==> src/rtl/hazard_ctrl.sv <==
// hazard_ctrl -- hazard and stall controller for the 5-stage RV32I pipeline.
//
// Produces the EX-stage forwarding selects, the pipeline-register stall and
// flush controls, and runs a small data-memory wait FSM (RUN/WAIT/ERROR) that
// freezes F..M while a load/store in M is not yet acknowledged.
//
// Ports:
//   clk, reset             clock, asynchronous active-high reset
//   Rs1D/Rs2D              source registers in Decode
//   Rs1E/Rs2E/RdE          source/destination registers in Execute
//   RdM/RdW                destination registers in Memory/Writeback
//   RegWriteM/RegWriteW    M/W instructions write their rd
//   ResultSrcE             Execute result select (2'b01 = load)
//   PCSrcE                 taken branch/jump resolved in Execute
//   MemReqM/MemReadyM      M-stage memory request / completion
//   ForwardAE/ForwardBE    operand selects: 00 regfile, 10 ALUResultM, 01 ResultW
//   StallF..StallM         hold PC / IF-ID / ID-EX / EX-MEM
//   FlushD/FlushE/FlushW   clear IF-ID / ID-EX / MEM-WB to a bubble
//   MemError               sticky memory-timeout flag
//   StallCount             saturating count of cycles with StallF=1
module hazard_ctrl #(
    parameter int TIMEOUT = 200,
    parameter int TO_W    = 8,
    parameter int COUNT_W = 16
) (
    input  logic               clk,
    input  logic               reset,
    input  logic [4:0]         Rs1D,
    input  logic [4:0]         Rs2D,
    input  logic [4:0]         Rs1E,
    input  logic [4:0]         Rs2E,
    input  logic [4:0]         RdE,
    input  logic [4:0]         RdM,
    input  logic [4:0]         RdW,
    input  logic               RegWriteM,
    input  logic               RegWriteW,
    input  logic [1:0]         ResultSrcE,
    input  logic               PCSrcE,
    input  logic               MemReqM,
    input  logic               MemReadyM,
    output logic [1:0]         ForwardAE,
    output logic [1:0]         ForwardBE,
    output logic               StallF,
    output logic               StallD,
    output logic               StallE,
    output logic               StallM,
    output logic               FlushD,
    output logic               FlushE,
    output logic               FlushW,
    output logic               MemError,
    output logic [COUNT_W-1:0] StallCount
);

    typedef enum logic [1:0] {
        S_RUN  = 2'd0,
        S_WAIT = 2'd1,
        S_ERR  = 2'd2
    } state_t;

    state_t             state_reg;
    logic [TO_W-1:0]    wait_cnt_reg;
    logic               mem_error_reg;
    logic [COUNT_W-1:0] stall_count_reg;

    logic lw_stall;
    logic mem_stall;

    // ------------------------------------------------------------------
    // Forwarding: one identical unit per EX operand, M beats W.
    // ------------------------------------------------------------------
    logic [4:0] rs_e [2];
    logic [1:0] fwd  [2];

    assign rs_e[0] = Rs1E;
    assign rs_e[1] = Rs2E;

    generate
        for (genvar gi = 0; gi < 2; gi++) begin : g_fwd
            always_comb begin
                fwd[gi] = 2'b00;
                if (RegWriteM && (RdM == rs_e[gi]) && (rs_e[gi] != 5'd0))
                    fwd[gi] = 2'b10;
                else if (RegWriteW && (RdW == rs_e[gi]) && (rs_e[gi] != 5'd0))
                    fwd[gi] = 2'b01;
            end
        end
    endgenerate

    assign ForwardAE = fwd[0];
    assign ForwardBE = fwd[1];

    // ------------------------------------------------------------------
    // Stall sources
    // ------------------------------------------------------------------
    assign lw_stall = (ResultSrcE == 2'b01) && (RdE != 5'd0) &&
                      ((Rs1D == RdE) || (Rs2D == RdE));

    always_comb begin
        mem_stall = 1'b0;
        case (state_reg)
            S_RUN:   mem_stall = MemReqM & ~MemReadyM;
            S_WAIT:  mem_stall = ~MemReadyM;
            S_ERR:   mem_stall = 1'b1;
            default: mem_stall = 1'b1;
        endcase
    end

    // Memory freeze outranks everything: a pending branch or load-use must
    // stay where it is until the pipeline can move again. A taken branch
    // outranks load-use because the PC has to accept the target.
    always_comb begin
        StallF = 1'b0;
        StallD = 1'b0;
        StallE = 1'b0;
        StallM = 1'b0;
        FlushD = 1'b0;
        FlushE = 1'b0;
        FlushW = 1'b0;
        if (mem_stall) begin
            StallF = 1'b1;
            StallD = 1'b1;
            StallE = 1'b1;
            StallM = 1'b1;
            FlushW = 1'b1;
        end else if (PCSrcE) begin
            FlushD = 1'b1;
            FlushE = 1'b1;
        end else if (lw_stall) begin
            StallF = 1'b1;
            StallD = 1'b1;
            FlushE = 1'b1;
        end
    end

    // ------------------------------------------------------------------
    // Memory wait FSM and stall performance counter
    // ------------------------------------------------------------------
    always_ff @(posedge clk or posedge reset) begin
        if (reset) begin
            state_reg       <= S_RUN;
            wait_cnt_reg    <= '0;
            mem_error_reg   <= 1'b0;
            stall_count_reg <= '0;
        end else begin
            case (state_reg)
                S_RUN: begin
                    if (MemReqM && !MemReadyM) begin
                        state_reg    <= S_WAIT;
                        wait_cnt_reg <= TO_W'(1);
                    end
                end
                S_WAIT: begin
                    if (MemReadyM) begin
                        state_reg    <= S_RUN;
                        wait_cnt_reg <= '0;
                    end else if (wait_cnt_reg == TO_W'(TIMEOUT)) begin
                        state_reg     <= S_ERR;
                        mem_error_reg <= 1'b1;
                    end else begin
                        wait_cnt_reg <= wait_cnt_reg + TO_W'(1);
                    end
                end
                S_ERR: begin
                    // Only reset leaves the error state.
                    mem_error_reg <= 1'b1;
                end
                default: state_reg <= S_RUN;
            endcase

            // Saturate rather than wrap so a long run never reads as short.
            if (StallF && (stall_count_reg != {COUNT_W{1'b1}}))
                stall_count_reg <= stall_count_reg + COUNT_W'(1);
        end
    end

    assign MemError   = mem_error_reg;
    assign StallCount = stall_count_reg;

endmodule
==> config.mk <==
export PLATFORM = sky130hd
export DESIGN_NAME = hazard_ctrl
export DESIGN_NICKNAME = d
export VERILOG_FILES = /design/src/rtl/hazard_ctrl.sv
export SDC_FILE = /design/constraint.sdc
export NUM_CORES = 1
export LEC_CHECK = 0
export CAP_MARGIN = 20
export CORE_MARGIN = 2
export CORE_UTILIZATION = 43
export DETAILED_ROUTE_END_ITERATION = 6
export DONT_BUFFER_PORTS = 1
export PLACE_DENSITY_LB_ADDON = 0.12
export RECOVER_POWER = 100
export SYNTH_ARGS = -nofsm -noshare
export SYNTH_HDL_FRONTEND = slang
export SYNTH_SLANG_ARGS = --single-unit
==> constraint.sdc <==
create_clock -name clk -period 2.2 [get_ports clk]
set_input_delay 0.55 -clock clk [delete_from_list [all_inputs] [get_ports clk]]
set_output_delay 0.55 -clock clk [all_outputs]
set_load 0.01 [all_outputs]
* Yosys cells after proc, flatten, opt, wreduce, memory -nomap -nowiden *
Index checks and enable logic that the tools add are counted.

operators by class
  add/subtract/negate cells = 2
  eq/ne operators = 16
  multiplexer cells = 24
  bitwise operators = 3
  reduce and logical (&&, ||, !) cells = 23

operators by type and width
  operator               number
  $eq 5x5->1             6
  $mux 8                 3
  $add 16x1->16 const B  1
  $ne 16x16->1 const B   1
  $pmux 8 s2             1
  $reduce_bool 5->1      3
  $logic_and 1x1->1      12
  $mux 1                 12
  $mux 2                 5
  $reduce_and 3->1       3
  $add 8x1->8 const B    1
  $eq 8x8->1 const B     1
  $ne 2x2->1 const B     3
  $ne 3x3->1 const B     2
  $pmux 2 s3             1
  $eq 2x1->1 const B     2
  $pmux 1 s2             2
  $reduce_bool 2->1      2
  $eq 2x2->1 const B     1
  $logic_not 2->1        1
  $not 1->1              2
  $and 1x1->1            1
  $logic_not 1->1        1
  $logic_or 1x1->1       1

storage, ports and cells
  register bits after elaboration = 27
  input bits = 44
  logic and storage cells = 72

* Longest topological paths before layout *
Gate-level depths: netlist of the first run.

  word-level depth = 7
  mapped depth = 8
  gate-level depth less buffers = 8

* Worst setup path before layout of the first run *
No wires, ideal clock.

  kind = in2out
  start = input Rs1E[1]
  end = output ForwardAE[0]
  arrival time = 1.733 ns
  slack = -0.083 ns
  stages = 4
  buffers on the path = 0
  path through = or4_1 > nor2_1 > nor4_1 > nor4_1

on the way
  cells in the longest elaborated chain, start to end = 5

ends and longest elaborated chain
  what                            line  RTL
  start: declaration              30    input logic [4:0] Rs1E,
  $eq 5x5->1                      83    else if (RegWriteW && (RdW == rs_e[gi]) && (rs_e[gi] != 5'd0))
  $logic_and 1x1->1 (2 in a row)  83
  $mux 1                          83
  $mux 2 *                        81    if (RegWriteM && (RdM == rs_e[gi]) && (rs_e[gi] != 5'd0))
  end: declaration                41    output logic [1:0] ForwardAE,

Mark *: on every way between the ends. The rest lies on a longest branch, timed or not.

* Worst setup path in the final report of the first run *
Same ends and word-level chain as after synthesis.

==> results of run 1 <==
routing by layer:
| layer | vias up | GRT usage [%] |
|---|---|---|
| li1 | 697 | - |
| met1 | 682 | 19.84 |
| met2 | 39 | 31.61 |
| met3 | 2 | 2.435 |
| met4 | 0 | 3.000 |
| met5 | - | 0 |
report_power, final:
part / internal (mW) / switching [mW]
registers: 0.572 / 0.0948
clock network: 0.129 / 0.143
logic: 0.150 / 0.179
path summary, 6_finish.rpt:
kind,start,slack [ps],to
worst max register to register,StallCount[5],50,StallCount[1]
worst max-delay path,Rs1E[1],-50,ForwardAE[0]
max in group asynchronous,reset,720,StallCount[14]
min in group asynchronous,reset,650,StallCount[13]
worst min register to register,MemError,560,MemError
worst min-delay path,MemReadyM,360,state_reg[0]
through the flow:
stage	hold slack, ps	setup WS (ps)	setup TNS, ps
detailed placement	528.9	-29.21	-53.20
finish	364.0	-51.28	-65.16
global placement	519.4	20.02	0
CTS	233.8	-13.31	-22.04
global route	349.3	-134.7	-493.6
floorplan	504.4	4.794	0
layout make-up:
cell class,count,share of cell area [%]
multi-input combinational,155,54.87
inverter,7,1.318
sequential,27,33.90
timing repair buffer,15,4.520
tap,50,3.139
clock buffer,4,2.260
cell families after synthesis:
kind of cell	after synthesis	share of synthesized area, %
fa+ha+maj	3	2.088
compound gates	16	7.307
flops	27	37.58
xor+xnor	51	24.84
buf+inv	11	2.992
mux	2	1.392
simple gates	83	23.80
critical path, stage by stage:
cell,delay [ps]
or4_4,530
nor2_4,140
nor4_2,70
nor4_2,260
buf_4,160
repair_timing:
action                                  4_1_cts  5_1_grt
gates resized for setup                       2        4
pin swaps                                     0        2
endpoints found under the hold margin         0        0
setup buffers                                 0        1
endpoints found under the setup margin        2        7
cell usage in the layout (no fill, tap or decap), types with 2 or more instances in the layout:
master and n:
xnor2_1 33, dfrtp_1 27, nor2_1 22, xor2_1 18, nand2_1 15, nand4_1 12
nand3_1 9, buf_4 9, inv_1 7, clkbuf_1 7, a21oi_1 5, nor3b_1 4
nor3_1 3, and3_1 3, nor4_2 3, ha_1 3, clkbuf_8 3, o21ai_0 2
or4_4 2, a21oi_2 2
==> summary.txt, run 1 <==
Route
  – Initial DRC count: 35
  – Vias: 1420
  – Post-Route WL: 3897 um
  – Met1 Wirelength: 1671 um
  – Drt drc: 0
  – Drt pass-1 iters: 4
  – Routed wl met2: 1932 um
  – Routed vias/inst: 5.504
  – Met3 wire len: 271 um
  – Drt wl/cell: 15.10 um
  – DR top layer: met4
  – Routed Antenna Nets: 0

Cells and area
  – Register area: 675.6 um2
  – Fin util: 49.83%
  – Final Cell Area: 1993 um2
  – Net count, final: 256
  – Finished Layout Cells: 258
  – Number of flip-flops in the largest register: 16
  – Final-layout fill cell count: 394
  – Area of the multi-input gates: 1094 um2
  – N_diodes: 0
  – Share of cells above drive strength 1: 13.46%
  – Area growth syn-to-layout: 10.86%

CTS
  – Hold buffers post-CTS: 0
  – Clk_lat worst skew: 260 ps
  – Clock sink total: 27
  – CTS clock-pin slew for the worst setup and hold paths: 80 ps
  – CTS tree: built
  – H-tree Lvls: 1
  – CTS Buf Count: 3
  – Clock buffer depth: 2
  – Clk root buf: clkbuf_8

Critical path
  – Nature of the critical path endpoint: primary output
  – Startpoint Class: primary input
  – Critical Path RT: 1650 ps
  – CP max FO: 3
  – Reg2reg path depth: 5
  – Crit path kind: in -> out
  – Critical Path AT: 1700 ps

Synth
  – Sequential share of the synthesized area: 37.58%
  – Most numerous cell in the Yosys netlist: xnor2_1
  – Synth area leaders: dfrtp_1 (38%), xnor2_1 (16%), xor2_1 (8.8%)
  – Mean area per synthesized cell: 9.316 um2
  – Post-synth EDFFs: 0
  – FF+latch count, synth: 27
  – Post-synth cell types: 36
  – Yosys top cell area share: 37.58%
  – Area leader, netlist: dfrtp_1
  – Fraction of registers with async set/reset: 100.0%
  – Synth Warn #: 0
  – Post-Synthesis Cells: 193
  – Synthesized net count: 240
  – Syn Std Cell Area: 1798 um2
  – Post-synth top cells: xnor2_1 (33), dfrtp_1 (27), nor2_1 (24)
  – Top FF cell, synth: dfrtp_1

Timing
  – Final Skew: 6.299 ps
  – RSZ-0062 raised after global routing: true
  – Final critical-path required period: 2251 ps
  – Fmax: 444.2 MHz
  – Final Max Tran Viols: 0
  – Final critical-path setup slack: -51.28 ps
  – Final hold vios: 0
  – Final setup violation count: 2
  – Worst slew pin tran: 1431 ps
  – Relative slew slack: 4.617%
  – Final period utilization: 102.3%

Place
  – IO buf count: 0
  – Placed Instances: 253
  – Final HPWL DP: 3066 um
  – Placement Cell Area: 1951 um2
  – Placer congestion estimate: 0.7062

Global route
  – Largest net degree at the start of global routing: 28
  – Total grt overflow: 0
  – First-pass GRT wire length: 5968 um
  – Total global-route track usage: 16.65%
  – Vias in the first global route: 1351
  – Antenna violations before repair: 0

Status
  – Failing checks: setup timing
  – Status: finished with violations

Floorplanning
  – Die height: 68.67 um
  – Die X: 68.67 um
  – Starting Density: 44.95%
  – Die area: 4715 um2
  – I/O pin count: 72
  – Core area: 4000 um2
  – # rows: 23

Hold path
  – Worst hold-check path type: in -> reg
  – Hold depth: 1

Power and ir drop
  – Tot Pwr: 1.269 mW
  – LEAKAGE: 0.8269 nW
  – Cell Pwr Density: 636.5 nW/um2
  – Max VDD drop: 0.5375 mV

Run
  – Max-Cap Viols: 0
Power figures use the tool's default switching activity.
==> run 2: changes to the inputs <==
CAP_MARGIN = not set   (was 20)
==> results of run 2 <==
Final layout, timing and power as in run 1 (identical DEF).
==> run 3: changes to the inputs <==
TNS_END_PERCENT = 50   (was not set)
==> run 3 against run 2 <==
Effect of this change: the run still ends with setup timing left; critical endpoint is now ForwardBE[0]; first-iteration DRC count is 46% lower; worst setup slack better by 37 ps; clock skew is 1.1 ps lower; hold slack worse by 14 ps; register-to-register slack better by 60 ps.
==> summary.txt, run 3 (synthesis results as in run 1) <==
Place
  – Final HPWL DP: 3037 um (was 3066 um)
  – Place WS: -58.82 ps (was -29.21 ps)
  – Placer congestion estimate: 0.7273 (was 0.7062)
  – Placement Cell Area: 1943 um2 (was 1951 um2)
  – IO buf count: 0 (unchanged)

Power and ir drop
  – Clock group share of total power: 22.3% (was 21.5%)
  – Sw Ratio: 33.77% (was 32.88%)
  – Comb pwr share: 26.3% (was 26.0%)
  – LEAKAGE: 0.8421 nW (was 0.8269 nW)
  – P_sw: 0.4370 mW (was 0.4172 mW)
  – Max VDD drop: 0.4410 mV (was 0.5375 mV)
  – Tot Pwr: 1.294 mW (was 1.269 mW)
  – Pint: 0.8570 mW (was 0.8516 mW)
  – Cell Pwr Density: 632.5 nW/um2 (was 636.5 nW/um2)
  – Seq pwr share: 51.4% (was 52.5%)

Critical path
  – R2r startpoint: StallCount[5] (unchanged)
  – Nature of the critical path endpoint: primary output (unchanged)
  – Beginning of the critical path: Rs2E[2] (was Rs1E[1])
  – Startpoint Class: primary input (unchanged)
  – Critical Path RT: 1650 ps (about the same)
  – End of the critical path: ForwardBE[0] (was ForwardAE[0])
  – Reg2Reg Setup Slack: 110 ps (was 50 ps)
  – Crit path kind: in -> out (unchanged)
  – Reg2reg path depth: 5 (unchanged)
  – R2R Path End: StallCount[1] (unchanged)
  – CP max FO: 3 (unchanged)
  – Critical Path AT: 1660 ps (was 1700 ps)

Cells and area
  – Most common cell after layout, fill and taps aside: xnor2_1 (unchanged)
  – Net count, final: 258 (was 256)
  – Most frequent cells in the layout: xnor2_1 (33), dfrtp_1 (27), nor2_1 (21) (was xnor2_1 (33), dfrtp_1 (27), nor2_1 (22))
  – Final Cell Area: 2046 um2 (was 1993 um2)
  – N_diodes: 0 (unchanged)
  – Final-layout fill cell count: 362 (was 394)
  – Area growth syn-to-layout: 13.78% (was 10.86%)
  – Number of flip-flops in the largest register: 16 (unchanged)
  – Share of cells above drive strength 1: 16.67% (was 13.46%)

Timing
  – Final Max Tran Viols: 0 (unchanged)
  – Final setup violation count: 2 (unchanged)
  – Final Skew: 5.244 ps (was 6.299 ps)
  – Final critical-path setup slack: -14.68 ps (was -51.28 ps)
  – Hold slack: 350.0 ps (was 364.0 ps)
  – TNS Setup: -19.33 ps (was -65.16 ps)
  – RSZ-0062 raised after global routing: true (unchanged)
  – Relative slew slack: 2.536% (was 4.617%)
  – Final critical-path required period: 2215 ps (was 2251 ps)
  – Worst slew pin tran: 1462 ps (was 1431 ps)
  – Final period utilization: 100.7% (was 102.3%)
  – Fmax: 451.5 MHz (was 444.2 MHz)
  – Final hold vios: 0 (unchanged)

Route
  – Post-Route WL: 4082 um (was 3897 um)
  – Routed Antenna Nets: 0 (unchanged)
  – Vias: 1437 (was 1420)
  – Drt wl/cell: 15.70 um (was 15.10 um)
  – Drt pass-1 iters: 4 (unchanged)
  – Drt drc: 0 (unchanged)
  – Initial DRC count: 19 (was 35)
  – Routed vias/inst: 5.527 (was 5.504)

Floorplanning
  – Die X: 68.67 um (unchanged)
  – Core area: 4000 um2 (unchanged)
  – Starting Density: 44.95% (unchanged)
  – Die height: 68.67 um (unchanged)
  – I/O pin count: 72 (unchanged)
  – Die area: 4715 um2 (unchanged)
  – # rows: 23 (unchanged)

Global route
  – Largest net degree at the start of global routing: 28 (unchanged)
  – Antenna violations before repair: 0 (unchanged)
  – Total grt overflow: 0 (unchanged)
  – Vias in the first global route: 1430 (was 1351)
  – Total global-route track usage: 17.18% (was 16.65%)
  – First-pass GRT wire length: 6072 um (was 5968 um)

Run
  – Max-Cap Viols: 0 (unchanged)

CTS
  – Clk root buf: clkbuf_8 (unchanged)
  – CTS clock-pin slew for the worst setup and hold paths: 90 ps (was 80 ps)
  – Clock sink total: 27 (unchanged)
  – Clock buffer depth: 2 (unchanged)
  – CTS tree: built (unchanged)
  – H-tree Lvls: 1 (unchanged)
  – Clk_lat worst skew: 280 ps (was 260 ps)
  – CTS Buf Count: 3 (unchanged)

Status
  – Status: finished with violations (unchanged)
  – Failing checks: setup timing (unchanged)

Hold path
  – Worst hold-check path type: in -> reg (unchanged)
==> run 3: metrics by stage <==
stage / util [%] / std cells
after CTS: 50.58 / 257
after floorplan: - / 193
final: 51.14 / 260
after detailed placement: 48.58 / 252
after global routing: 51.14 / 260
after global placement: 48.58 / 252
==> run 3: layer usage <==
layer / global-route usage [%] / up-vias / part of all wire [%]
li1: - / 700 / -
met1: 20.14 / 678 / 42
met2: 30.89 / 54 / 49
met3: 3.247 / 5 / 7.9
met4: 6.250 / 0 / 1.2
met5: 0 / - / 0
==> run 3: cell type report <==
type	count	area (um2)	share of cell area, %
timing repair buffer	17	108.9	5.321
tap	50	62.56	3.058
sequential	27	675.6	33.03
multi-input combinational	155	1122	54.86
inverter	7	30.03	1.468
clock buffer	3	41.29	2.018
clock inverter	1	5.005	0.2446
==> run 3: how the worst min path moves through the flow <==
stage / from / end / slack (ps) / depth (start not counted)
after floorplan: wait_cnt_reg[7] / wait_cnt_reg[7] / 500 / 2
after global placement: reset / StallCount[1] / 520 / 2
after detailed placement: reset / StallCount[1] / 530 / 2
after CTS: reset / StallCount[0] / 220 / 2
after global routing: MemReadyM / state_reg[0] / 350 / 1
final: MemReadyM / state_reg[0] / 350 / 1
==> run 3: timing repair <==
item | in CTS | in global routing
hold buffers | 0 | 0
resized for setup | 6 | 9
setup buffers | 1 | 3
pin swaps | 1 | 3
setup endpoints to repair | 4 | 8
==> run 3: critical path, cell delays in order <==
cell and delay, ps:
or4_4 540, nor2_4 120, nor4_2 70, nor4_2 230, buf_4 150
==> run 3: power groups by stage <==
| stage | sequential (mW) | combinational, mW | clock (mW) |
|---|---|---|---|
| 6_report | 0.665 | 0.340 | 0.289 |
| 5_1_grt | 0.681 | 0.384 | 0.320 |
| 4_1_cts | 0.668 | 0.363 | 0.298 |
| 3_5_place_dp | 0.677 | 0.359 | 0 |
| 3_3_place_gp | 0.673 | 0.344 | 0 |
| 2_1_floorplan | 0.689 | 0.231 | 0 |
